--- src/rtl/store_split_unit_pkg.sv ---
// Shared store-width codes, FSM state encoding and lane-mask helper for the store split unit.
package store_split_unit_pkg;

   localparam logic [1:0] TypeSb = 2'b00;
   localparam logic [1:0] TypeSh = 2'b01;
   localparam logic [1:0] TypeSw = 2'b10;

   localparam int unsigned WideBeW = 7;

   typedef enum logic [1:0] {
      StIdle  = 2'b00,
      StBeat0 = 2'b01,
      StBeat1 = 2'b10,
      StErr   = 2'b11
   } state_e;

   // Expands a 4-bit byte enable into a 32-bit data mask.
   function automatic logic [31:0] be_to_bitmask(input logic [3:0] be);
      logic [31:0] mask;
      for (int i = 0; i < 4; i++) begin
         mask[8*i +: 8] = {8{be[i]}};
      end
      return mask;
   endfunction

endpackage

--- src/rtl/store_lane_gen.sv ---
// Combinational lane placement: byte offset, width and data to the 7-bit wide enable
// and the write data of both beats, with bytes outside the enables forced to zero.
module store_lane_gen
   import store_split_unit_pkg::*;
(
   input  logic [1:0]         off_i,
   input  logic [1:0]         type_i,
   input  logic [31:0]        data_i,
   output logic               legal_o,
   output logic [WideBeW-1:0] wide_be_o,
   output logic [31:0]        beat0_data_o,
   output logic [31:0]        beat1_data_o
);

   logic [3:0]  mask;
   logic [63:0] shifted;

   always_comb begin
      mask    = 4'b0000;
      legal_o = 1'b1;
      case (type_i)
         TypeSb:  mask = 4'b0001;
         TypeSh:  mask = 4'b0011;
         TypeSw:  mask = 4'b1111;
         default: legal_o = 1'b0;
      endcase
      wide_be_o = {3'b000, mask} << off_i;
      // Upper half of the 64-bit shift is what spills into the next word.
      shifted      = {32'h0, data_i} << {off_i, 3'b000};
      beat0_data_o = shifted[31:0] & be_to_bitmask(wide_be_o[3:0]);
      beat1_data_o = shifted[63:32] & be_to_bitmask({1'b0, wide_be_o[6:4]});
   end

endmodule

--- src/rtl/store_split_unit.sv ---
// Splits a byte/half/word store into one or two word-aligned memory beats with
// byte enables; pulses done after the final beat and err for an illegal width code.
module store_split_unit
   import store_split_unit_pkg::*;
(
   input  logic        clk_i,
   input  logic        rst_ni,
   input  logic        req_valid_i,
   output logic        req_ready_o,
   input  logic [31:0] req_addr_i,
   input  logic [31:0] req_data_i,
   input  logic [1:0]  req_type_i,
   output logic        mem_valid_o,
   input  logic        mem_ready_i,
   output logic [31:0] mem_addr_o,
   output logic [31:0] mem_wdata_o,
   output logic [3:0]  mem_be_o,
   output logic        done_o,
   output logic        err_o
);

   state_e              state_q;
   logic                mem_valid_q;
   logic [31:0]         mem_addr_q;
   logic [31:0]         mem_wdata_q;
   logic [3:0]          mem_be_q;
   logic [31:0]         b1_data_q;
   logic [2:0]          b1_be_q;
   logic                done_q;
   logic                err_q;

   logic                legal;
   logic [WideBeW-1:0]  wide_be;
   logic [31:0]         beat0_data;
   logic [31:0]         beat1_data;

   store_lane_gen u_lane_gen (
      .off_i        (req_addr_i[1:0]),
      .type_i       (req_type_i),
      .data_i       (req_data_i),
      .legal_o      (legal),
      .wide_be_o    (wide_be),
      .beat0_data_o (beat0_data),
      .beat1_data_o (beat1_data)
   );

   always_ff @(posedge clk_i or negedge rst_ni) begin
      if (!rst_ni) begin
         state_q     <= StIdle;
         mem_valid_q <= 1'b0;
         mem_addr_q  <= '0;
         mem_wdata_q <= '0;
         mem_be_q    <= '0;
         b1_data_q   <= '0;
         b1_be_q     <= '0;
         done_q      <= 1'b0;
         err_q       <= 1'b0;
      end else begin
         done_q <= 1'b0;
         err_q  <= 1'b0;
         unique case (state_q)
            StIdle: begin
               if (req_valid_i) begin
                  if (legal) begin
                     // Beat 0 is loaded straight into the output registers; beat 1 waits.
                     state_q     <= StBeat0;
                     mem_valid_q <= 1'b1;
                     mem_addr_q  <= {req_addr_i[31:2], 2'b00};
                     mem_wdata_q <= beat0_data;
                     mem_be_q    <= wide_be[3:0];
                     b1_data_q   <= beat1_data;
                     b1_be_q     <= wide_be[6:4];
                  end else begin
                     state_q <= StErr;
                     err_q   <= 1'b1;
                  end
               end
            end
            StBeat0: begin
               if (mem_ready_i) begin
                  if (b1_be_q != 3'b000) begin
                     state_q     <= StBeat1;
                     mem_addr_q  <= mem_addr_q + 32'd4;
                     mem_wdata_q <= b1_data_q;
                     mem_be_q    <= {1'b0, b1_be_q};
                  end else begin
                     state_q     <= StIdle;
                     mem_valid_q <= 1'b0;
                     mem_addr_q  <= '0;
                     mem_wdata_q <= '0;
                     mem_be_q    <= '0;
                     done_q      <= 1'b1;
                  end
               end
            end
            StBeat1: begin
               if (mem_ready_i) begin
                  state_q     <= StIdle;
                  mem_valid_q <= 1'b0;
                  mem_addr_q  <= '0;
                  mem_wdata_q <= '0;
                  mem_be_q    <= '0;
                  done_q      <= 1'b1;
               end
            end
            StErr: begin
               state_q <= StIdle;
            end
         endcase
      end
   end

   assign req_ready_o = rst_ni && (state_q == StIdle);
   assign mem_valid_o = mem_valid_q;
   assign mem_addr_o  = mem_addr_q;
   assign mem_wdata_o = mem_wdata_q;
   assign mem_be_o    = mem_be_q;
   assign done_o      = done_q;
   assign err_o       = err_q;

endmodule

--- config.mk ---
export PLATFORM = sky130hd
export DESIGN_NAME = store_split_unit
export DESIGN_NICKNAME = d
export VERILOG_FILES = /design/src/rtl/store_split_unit_pkg.sv /design/src/rtl/store_lane_gen.sv /design/src/rtl/store_split_unit.sv
export SDC_FILE = /design/constraint.sdc
export NUM_CORES = 1
export LEC_CHECK = 0
export CAP_MARGIN = 20
export CORE_MARGIN = 2
export CORE_UTILIZATION = 50
export CTS_CLUSTER_DIAMETER = 150
export DETAILED_ROUTE_END_ITERATION = 12
export PLACE_DENSITY = 0.89
export SYNTH_ARGS = -nofsm -noshare
export SYNTH_HDL_FRONTEND = slang
export SYNTH_SLANG_ARGS = --single-unit
--- constraint.sdc ---
create_clock -name clk_i -period 3.1 [get_ports clk_i]
set_clock_uncertainty 0.15 [all_clocks]
set_input_delay 0.62 -clock clk_i [delete_from_list [all_inputs] [get_ports clk_i]]
set_output_delay 0.62 -clock clk_i [all_outputs]
set_load 0.02 [all_outputs]
==> out/results.txt, run 1 <==
post-route ant nets = 0
minimum clock period = 2740 ps
DP Area = 7330 um^2
# hold bufs at CTS = 0
DRT iter0 DRCs = 752
GR Util All Layers = 29.7%
share of cells above drive strength 1 = 8.77%
synth unique cells = 56
setup TNS = 0 ps
Mapped Cells = 644
CP Class = reg2out
Max FO, Critical Path = 7
Post CTS Setup Buffer Count = 0
synthesized area = 5730 um^2
delay-heaviest family, CP = buffers and inverters
maximum buffer depth of the clock tree = 2
htree depth = 3
HPWL after detailed placement = 13200 um
antenna violations before repair = 0
Critical Path Sink = req_ready_o
Routed Wire Length = 18500 um
Setup violations, final = 0
root buffer cell = clkbuf_16
Hold Vio Cnt, Final = 0
dominant synthesized flop cell = dfrtp_1
initial core utilization = 50.6%
ys async rst share = 100%
I/O Pins = 142
MaxCap Viol Count = 0
endpoint type of the worst setup path = primary output
Synth area leaders = dfrtp_1 43%, mux2i_1 5.6%, o21ai_0 5.2%
register bit total from synthesis = 98
reg2reg start = state_q[1]
R2R depth = 6
outcome = finished clean
top cell type's share of synthesized area = 42.8%
Post-CTS Resized = 0
Synth Area per Inst = 8.89 um^2
Final period util = 88.3%
layout net count = 848
worst skew pair latency = 350 ps
Buffers on Ports = 139
top cell type by total area after synthesis = dfrtp_1
DRC = 0
CTS buffer count = 9
Finished Cell Area = 7680 um^2
GPL Wtd Cong = 0.960
routed vias = 5826
1st-pass router iterations = 6
number of global-route vias before repair = 5638
CP cell instances = inv_1 -> ha_1 -> and2_1 -> clkdlybuf4s50_1
critical path startpoint = state_q[1]
DIE HEIGHT = 111 um
unrepaired setup endpoints after global routing = no
Worst-path clk slew = 70 ps
synth warn = 0
Leak Pwr = 0.00319 uW
crit path DAT = 1970 ps
total core area = 11300 um^2
VDD IR max = 474 uV
register area share after synthesis = 42.8%
post-DR vias/cell = 6.35
FMAX = 365 MHz
R2R setup slack = 550 ps
total gr overflow = 0
total power = 7080 uW
power per cell area = 922 nW/um^2
Avg WL per Cell = 20.1 um
crit start category = flip-flop
Hold Path Class = in2async
Req. time, crit path = 2330 ps
CP Buf/Inv Count = 2
cell count along the critical path = 4
CP max stage delay = 600 ps
global-route wire length before repair = 29600 um
max_slew headroom = 49.4%
area of the die = 12300 um^2
reg-to-reg endpoint = mem_wdata_o[26]
hold slack = 276 ps
row count = 39
# diodes = 0
critical path's slowest cell = clkdlybuf4s50_1
EDFF count, synth = 0
Slew @ Worst Pin = 759 ps
Die Wd = 111 um
clk sinks = 98
P&R area growth vs syn = 34.1%
CTS tree = done
largest net degree at the start of global routing = 53
Slew Viols, Final = 0
-- cells by family (layout without fill, tap and decap cells) --
logic type | Yosys count | count (layout) | synth area share [%]
compound gates | 204 | 204 | 23.7
mux | 41 | 41 | 7.36
other cells | 1 | 2 | 0.0655
flops | 98 | 98 | 42.8
fa+ha+maj | 8 | 8 | 1.75
buf+inv | 65 | 195 | 4.50
simple gates | 227 | 227 | 19.8
-- metal layers --
metal,global-route usage [%],routed length [um],share of wire [%]
met5,0,0,0
met4,11.9,512,2.8
met1,38.9,7420,40
met3,4.92,1530,8.3
met2,49.6,9040,49
-- worst min-delay path by stage --
stage	slack, ps	to	depth (start not counted)
final	280	mem_addr_o[23]	2
after global routing	330	mem_wdata_o[18]	2
after CTS	290	mem_addr_o[22]	2
after detailed placement	320	mem_be_o[3]	2
after global placement	310	mem_be_o[0]	2
after floorplan	170	b1_be_q[0]	0
-- where the power goes --
group / total [uW] / internal, uW / switching, uW
Combinational: 3520 / 1490 / 2030
Sequential: 2240 / 1730 / 510
Clock: 1320 / 801 / 520
-- synthesized netlist by cell type, types with 9 or more instances --
library cell,n
dfrtp_1,98
nand2_1,64
nor3_1,9
nor4_1,11
nand3_1,19
mux2_2,9
mux2i_1,32
o21ai_0,60
nor2_1,56
a22o_1,21
nor2b_1,11
o2bb2ai_1,11
a32oi_1,12
inv_1,10
a31oi_1,10
nand4_1,22
clkbuf_1,40
o211ai_1,18
a21oi_1,38
-- state kept, by name, summed over array words and instances, names as in the netlist --
signal / flops
err_o: 1
mem_wdata_o: 32
done_o: 1
b1_data_q: 24
mem_be_o: 4
mem_addr_o: 30
state_q: 2
b1_be_q: 3
mem_valid_o: 1
-- layout make-up --
class	instances	area, um^2
fill	905	3640
multi-input combinational	482	3050
sequential	98	2450
timing repair buffer	168	1610
clock buffer	10	229
tap	143	179
clock inverter	6	119
inverter	11	41.3
-- metrics by stage --
stage,worst slack [ps],cells,util (%)
after floorplan,752,645,-
after global placement,348,902,64.8
after detailed placement,254,902,64.8
after CTS,377,918,67.9
after global routing,293,918,67.9
final,364,918,67.9
-- cell usage in the layout, fill, tap and decap left out, types with 4 or more instances in the layout --
cell type,synthesis,routed
clkdlybuf4s50_1,0,137
dfrtp_1,98,98
nand2_1,64,64
o21ai_0,60,60
nor2_1,56,56
a21oi_1,38,38
mux2i_1,32,32
buf_4,2,29
nand4_1,22,22
a22o_1,21,21
nand3_1,19,18
o211ai_1,18,18
a32oi_1,12,12
nor4_1,11,11
nor2b_1,11,11
o2bb2ai_1,11,11
inv_1,10,10
a31oi_1,10,10
mux2_2,9,9
clkbuf_16,0,9
nor3_1,9,8
a221oi_1,8,8
ha_1,8,8
and3_1,4,4
or3_1,4,4
a21o_1,4,4
and4_1,4,4
a22oi_1,4,4
Power figures use the tool's default switching activity.
==> run 2, diff against run 1 <==
--- a/config.mk
+++ b/config.mk
@@ -5,11 +5,13 @@
 export SDC_FILE = /design/constraint.sdc
 export NUM_CORES = 1
 export LEC_CHECK = 0
+export ABC_AREA = 1
 export CAP_MARGIN = 20
 export CORE_MARGIN = 2
 export CORE_UTILIZATION = 50
 export CTS_CLUSTER_DIAMETER = 150
 export DETAILED_ROUTE_END_ITERATION = 12
+export HOLD_SLACK_MARGIN = 0.1
 export PLACE_DENSITY = 0.89
 export SYNTH_ARGS = -nofsm -noshare
 export SYNTH_HDL_FRONTEND = slang
==> out/results.txt, run 2 <==
area of the die = 12600 um^2 (+2.3%)
Buffers on Ports = 139 (unchanged)
P&R area growth vs syn = 29.5%
global-route wire length before repair = 29300 um (-0.86%)
number of global-route vias before repair = 5900 (+4.6%)
antenna violations before repair = 0 (unchanged)
DRC = 0 (unchanged)
Mapped Cells = 830 (+29%)
total gr overflow = 0 (unchanged)
CTS tree = done
1st-pass router iterations = 5 (-1)
ys async rst share = 100% (unchanged)
Post-CTS Resized = 0 (unchanged)
commonest non-fill, non-tap cell in the layout = nand2_1
Avg WL per Cell = 16.6 um (-18%)
dominant synthesized flop cell = dfrtp_1
DRT iter0 DRCs = 554 (-26%)
DIE HEIGHT = 112 um (+1.2%)
top cell type by total area after synthesis = dfrtp_1
# diodes = 0 (unchanged)
FMAX = 374 MHz (+2.4%)
GR Util All Layers = 29.2% (-0.51 points)
Routed Wire Length = 18300 um (-1.2%)
Req. time, crit path = 2330 ps (about the same)
Final period util = 86.2% (-2.1 points)
initial core utilization = 51.4% (+0.77 points)
Setup violations, final = 0 (unchanged)
max_slew headroom = 49.0% (-0.32 points)
crit start category = flip-flop
htree depth = 3 (unchanged)
CTS buffer count = 9 (unchanged)
Slew Viols, Final = 0 (unchanged)
Leak Pwr = 0.00339 uW (+6.4%)
Max FO, Critical Path = 4 (-3)
endpoint type of the worst setup path = primary output
Worst-path clk slew = 70 ps (about the same)
hold slack = 241 ps (-34.7 ps)
synth unique cells = 34 (-39%)
power per cell area = 974 nW/um^2 (+5.6%)
HPWL after detailed placement = 13400 um (+1.9%)
largest net degree at the start of global routing = 67 (+26%)
crit path DAT = 1900 ps (-70 ps)
# hold bufs at CTS = 0 (unchanged)
clk sinks = 98 (unchanged)
max reg flops = 32 (unchanged)
EDFF count, synth = 0 (unchanged)
worst skew pair latency = 360 ps (about the same)
Slew @ Worst Pin = 764 ps (+5.66 ps)
count leader, synth = nand2_1
layout net count = 1030 (+21%)
post-DR vias/cell = 5.58 (-12%)
synth warn = 0 (unchanged)
setup TNS = 0 ps (unchanged)
register bit total from synthesis = 98 (unchanged)
Hold Vio Cnt, Final = 0 (unchanged)
minimum clock period = 2670 ps (-64.5 ps)
commonest non-fill, non-tap cells in the layout = 197 x nand2_1, 138 x clkdlybuf4s50_1, 121 x nor2_1, 98 x dfrtp_1, 93 x inv_1
unrepaired setup endpoints after global routing = no
Synth area leaders = dfrtp_1 42%, nand2_1 13%, nor2_1 7.7%
total power = 7400 uW (+4.5%)
routed vias = 6131 (+5.2%)
row count = 39 (unchanged)
top cell type's share of synthesized area = 41.8% (-1.0 points)
maximum buffer depth of the clock tree = 2 (unchanged)
Synth Area per Inst = 7.07 um^2 (-21%)
post-route ant nets = 0 (unchanged)
Die Wd = 112 um (+1.2%)
register area share after synthesis = 41.8% (-1.0 points)
Post CTS Setup Buffer Count = 0 (unchanged)
GPL Wtd Cong = 1.00 (+4.3%)
I/O Pins = 142 (unchanged)
Hold Path Class = in2async
MaxCap Viol Count = 0 (unchanged)
outcome = finished clean
share of cells above drive strength 1 = 5.65% (-3.1 points)
VDD IR max = 907 uV (+91%)
most instantiated cells after synthesis = 197 x nand2_1, 121 x nor2_1, 98 x dfrtp_1, 93 x inv_1, 72 x a21oi_1
root buffer cell = clkbuf_16
CP Class = reg2out
total core area = 11400 um^2 (+0.86%)
synthesized area = 5860 um^2 (+2.4%)
[run 2: changes by cell type after synthesis, moves of 27 or more]
cell      change
nand2_1     +133
inv_1        +83
nor2_1       +65
o22ai_1      +40
a21oi_1      +34
mux2i_1      -32
clkbuf_1     -27
[run 2: metrics by stage]
step / cells / util, % / worst slack (ps) / instance area, um^2
3_5_place_dp: 1084 / 64.1 / 376 / 7320
3_3_place_gp: 1084 / 64.1 / 475 / 7320
5_1_grt: 1099 / 66.5 / 357 / 7600
6_report: 1099 / 66.5 / 428 / 7600
4_1_cts: 1099 / 66.5 / 421 / 7600
2_1_floorplan: 831 / - / 1120 / 5870
[run 2: power breakdown]
| group | internal (uW) | switching, uW | leakage (uW) |
|---|---|---|---|
| sequential | 1810 | 520 | 0.00126 |
| combinational | 1580 | 2410 | 0.00200 |
| clock | 566 | 509 | 0.000131 |
| total | 3950 | 3440 | 0.00339 |
[run 2: worst max-delay path, cell delays in order (launching register included)]
cell             delay [ps]
dfrtp_1                 410
inv_1                   130
ha_1                    280
nand2_1                  80
inv_1                    60
clkdlybuf4s50_1         590
[run 2: logic make-up (layout without fill, tap and decap cells)]
| group | count (synthesis) | in the layout | share of synthesized area [%] |
|---|---|---|---|
| and+or+nand+nor | 380 | 380 | 26.5 |
| AOI/OAI and AO/OA | 207 | 207 | 19.8 |
| buffers and inverters | 135 | 260 | 9.94 |
| DFF | 98 | 98 | 41.8 |
| adders and majority gates | 8 | 8 | 1.71 |
| other | 1 | 2 | 0.0639 |
| xor gates and xnor gates | 1 | 1 | 0.149 |
[run 2: layout make-up]
cell class                      instances  area [um^2]
Sequential cell                        98         2450
Fill cell                            1016         3820
Timing Repair Buffer                  150         1500
Clock inverter                          5         41.3
Multi-Input combinational cell        598         2830
Tap cell                              143          179
Inverter                               95          357
Clock buffer                           10          239
[run 2: worst paths after layout]
check	endpoint	cells after the start	slack, ps	start
worst max-delay path	req_ready_o	5	430	state_q[1]
worst min-delay path	mem_wdata_o[6]	2	240	rst_ni
worst max register to register	mem_addr_o[2]	7	670	state_q[1]
worst min register to register	mem_wdata_o[4]	2	330	mem_wdata_o[4]
max in group asynchronous	mem_addr_o[16]	2	1950	rst_ni
min in group clk_i	mem_wdata_o[4]	2	330	mem_wdata_o[4]
[run 2: routing by layer]
layer | share of wire [%] | vias up | global-route usage (%)
met2 | 49 | 336 | 50.8
met3 | 7.9 | 55 | 4.21
met4 | 3.9 | 0 | 14.6
met5 | 0 | - | 0
li1 | - | 2943 | -
met1 | 39 | 2797 | 35.6
==> run 3, diff against run 2 <==
--- a/config.mk
+++ b/config.mk
@@ -8,11 +8,13 @@
 export ABC_AREA = 1
 export CAP_MARGIN = 20
 export CORE_MARGIN = 2
-export CORE_UTILIZATION = 50
+export CORE_UTILIZATION = 52
+export CTS_BUF_LIST = sky130_fd_sc_hd__clkbuf_4
 export CTS_CLUSTER_DIAMETER = 150
 export DETAILED_ROUTE_END_ITERATION = 12
 export HOLD_SLACK_MARGIN = 0.1
-export PLACE_DENSITY = 0.89
+export PLACE_DENSITY = 0.91
+export SKIP_LAST_GASP = 1
 export SYNTH_ARGS = -nofsm -noshare
 export SYNTH_HDL_FRONTEND = slang
 export SYNTH_SLANG_ARGS = --single-unit
==> out/results.txt, run 3 (synthesized netlist as in run 2, its figures left out) <==
outcome = finished clean
minimum clock period = 2810 ps (+136 ps)
CP max stage delay = 590 ps (about the same)
cell mode on critical path = inv_1
crit start category = flip-flop
Setup violations, final = 0 (unchanged)
Multi-input gate area = 2830 um^2 (unchanged)
CP Buf/Inv Count = 3 (unchanged)
maximum buffer depth of the clock tree = 2 (unchanged)
1st-pass router iterations = 5 (unchanged)
largest net degree at the start of global routing = 55 (-18%)
GPL Wtd Cong = 0.974 (-2.7%)
CP Class = reg2out
number of global-route vias before repair = 5746 (-2.6%)
commonest non-fill, non-tap cell in the layout = nand2_1
critical path startpoint = state_q[0]
VDD IR max = 661 uV (-27%)
global-route wire length before repair = 28700 um (-2.2%)
# hold bufs at CTS = 0 (unchanged)
Hold Vio Cnt, Final = 0 (unchanged)
# diodes = 0 (unchanged)
DIE HEIGHT = 110 um (-1.9%)
crit path DAT = 2040 ps (+140 ps)
power per cell area = 942 nW/um^2 (-3.3%)
CTS buffer count = 9 (unchanged)
Post-CTS Resized = 0 (unchanged)
max_slew headroom = 56.7% (+7.7 points)
hold slack = 112 ps (-129 ps)
htree depth = 3 (unchanged)
critical path's slowest cell = clkdlybuf4s50_1
Req. time, crit path = 2330 ps (about the same)
DRC = 0 (unchanged)
Die Wd = 110 um (-1.9%)
row count = 38 (-2.6%)
antenna violations before repair = 0 (unchanged)
area of the die = 12100 um^2 (-3.7%)
Hold Path Class = in2async
routed vias = 6218 (+1.4%)
met1 usage = 40.6% (+5.0 points)
Final period util = 90.6% (+4.4 points)
CP cell instances = inv_1 -> ha_1 -> nand2_1 -> inv_1 -> clkdlybuf4s50_1
GR Util All Layers = 31.2% (+2.0 points)
FMAX = 356 MHz (-4.9%)
root buffer cell = clkbuf_4
endpoint type of the worst setup path = primary output
Post CTS Setup Buffer Count = 0 (unchanged)
reg2reg start = state_q[0]
fill count = 924 (-9.1%)
Leak Pwr = 0.00335 uW (-1.1%)
CTS tree = done
Avg WL per Cell = 16.8 um (+0.87%)
max reg flops = 32 (unchanged)
Routed Wire Length = 18500 um (+1.1%)
DRT iter0 DRCs = 550 (-0.72%)
setup TNS = 0 ps (unchanged)
Storage cell area = 2450 um^2 (unchanged)
I/O Pins = 142 (unchanged)
GR met2 Demand/Resource = 52.7% (+2.0 points)
Worst-path clk slew = 160 ps (+90 ps)
layer with the highest usage = met2
post-route ant nets = 0 (unchanged)
GR met3 Demand/Resource = 4.88% (+0.67 points)
HPWL after detailed placement = 13800 um (+3.1%)
Buffers on Ports = 139 (unchanged)
Max FO, Critical Path = 4 (unchanged)
post-DR vias/cell = 5.64 (+1.1%)
MaxCap Viol Count = 0 (unchanged)
delay-heaviest family, CP = buffers and inverters
initial core utilization = 53.6% (+2.3 points)
share of cells above drive strength 1 = 6.24% (+0.59 points)
commonest non-fill, non-tap cells in the layout = 197 x nand2_1, 138 x clkdlybuf4s50_1, 121 x nor2_1, 98 x dfrtp_1, 93 x inv_1
P&R area growth vs syn = 27.8%
Slew @ Worst Pin = 649 ps (-115 ps)
worst skew pair latency = 480 ps (+120 ps)
Slew Viols, Final = 0 (unchanged)
clk sinks = 98 (unchanged)
unrepaired setup endpoints after global routing = no
layout net count = 1035 (+0.49%)
total gr overflow = 0 (unchanged)
total core area = 10900 um^2 (-4.2%)
[run 3: cell count changes in the layout (fill, tap and decap cells not counted)]
cell and delta:
bufinv_16 +1, clkbuf_4 +9, inv_6 +1, buf_4 +5
clkbuf_16 -9, clkinv_4 -1, clkinvlp_4 +1, clkbuf_8 -1
[run 3: power breakdown]
part | switching (uW) | internal, uW
clock network | 484 | 251
registers | 513 | 1800
logic | 2410 | 1600
[run 3: metrics by stage]
| step | cell area [um^2] | total power [uW] | setup WS (ps) | utilization, % | instances |
|---|---|---|---|---|---|
| detailed placement | 7350 | 6310 | 361 | 67.2 | 1086 |
| floorplan | 5870 | 4760 | 1120 | - | 831 |
| global route | 7500 | 7590 | 188 | 68.6 | 1102 |
| CTS | 7500 | 7030 | 276 | 68.6 | 1102 |
| global placement | 7350 | 6200 | 428 | 67.2 | 1086 |
| finish | 7500 | 7060 | 292 | 68.6 | 1102 |
[run 3: final timing paths]
kind	endpoint	slack [ps]	cells past startpoint
max	req_ready_o	290	5
min	mem_addr_o[27]	110	2
max reg2reg	mem_wdata_o[10]	720	7
min reg2reg	mem_wdata_o[4]	350	2
max in group asynchronous	mem_addr_o[12]	1560	3
min in group clk_i	mem_wdata_o[4]	350	2
[run 3: layout make-up]
type / instances / share of cell area, %
multi-input combinational: 598 / 37.8
sequential: 98 / 32.7
timing repair buffer: 155 / 20.5
inverter: 95 / 4.76
tap: 140 / 2.34
clock inverter: 7 / 1.05
clock buffer: 9 / 0.901
[run 3: per-layer routing]
| metal | vias to the layer above | wire, um |
|---|---|---|
| met5 | - | 0 |
| met4 | 0 | 552 |
| met3 | 49 | 1610 |
| met2 | 361 | 9000 |
| met1 | 2858 | 7310 |
| li1 | 2950 | - |
[run 3: worst register-to-register path: cells and delay by family (launching register included)]
| family | cells | cell delay [ps] |
|---|---|---|
| compound gates | 1 | 150 |
| fa+ha+maj | 1 | 530 |
| buf+inv | 3 | 860 |
| flops | 1 | 410 |
| simple gates | 2 | 220 |
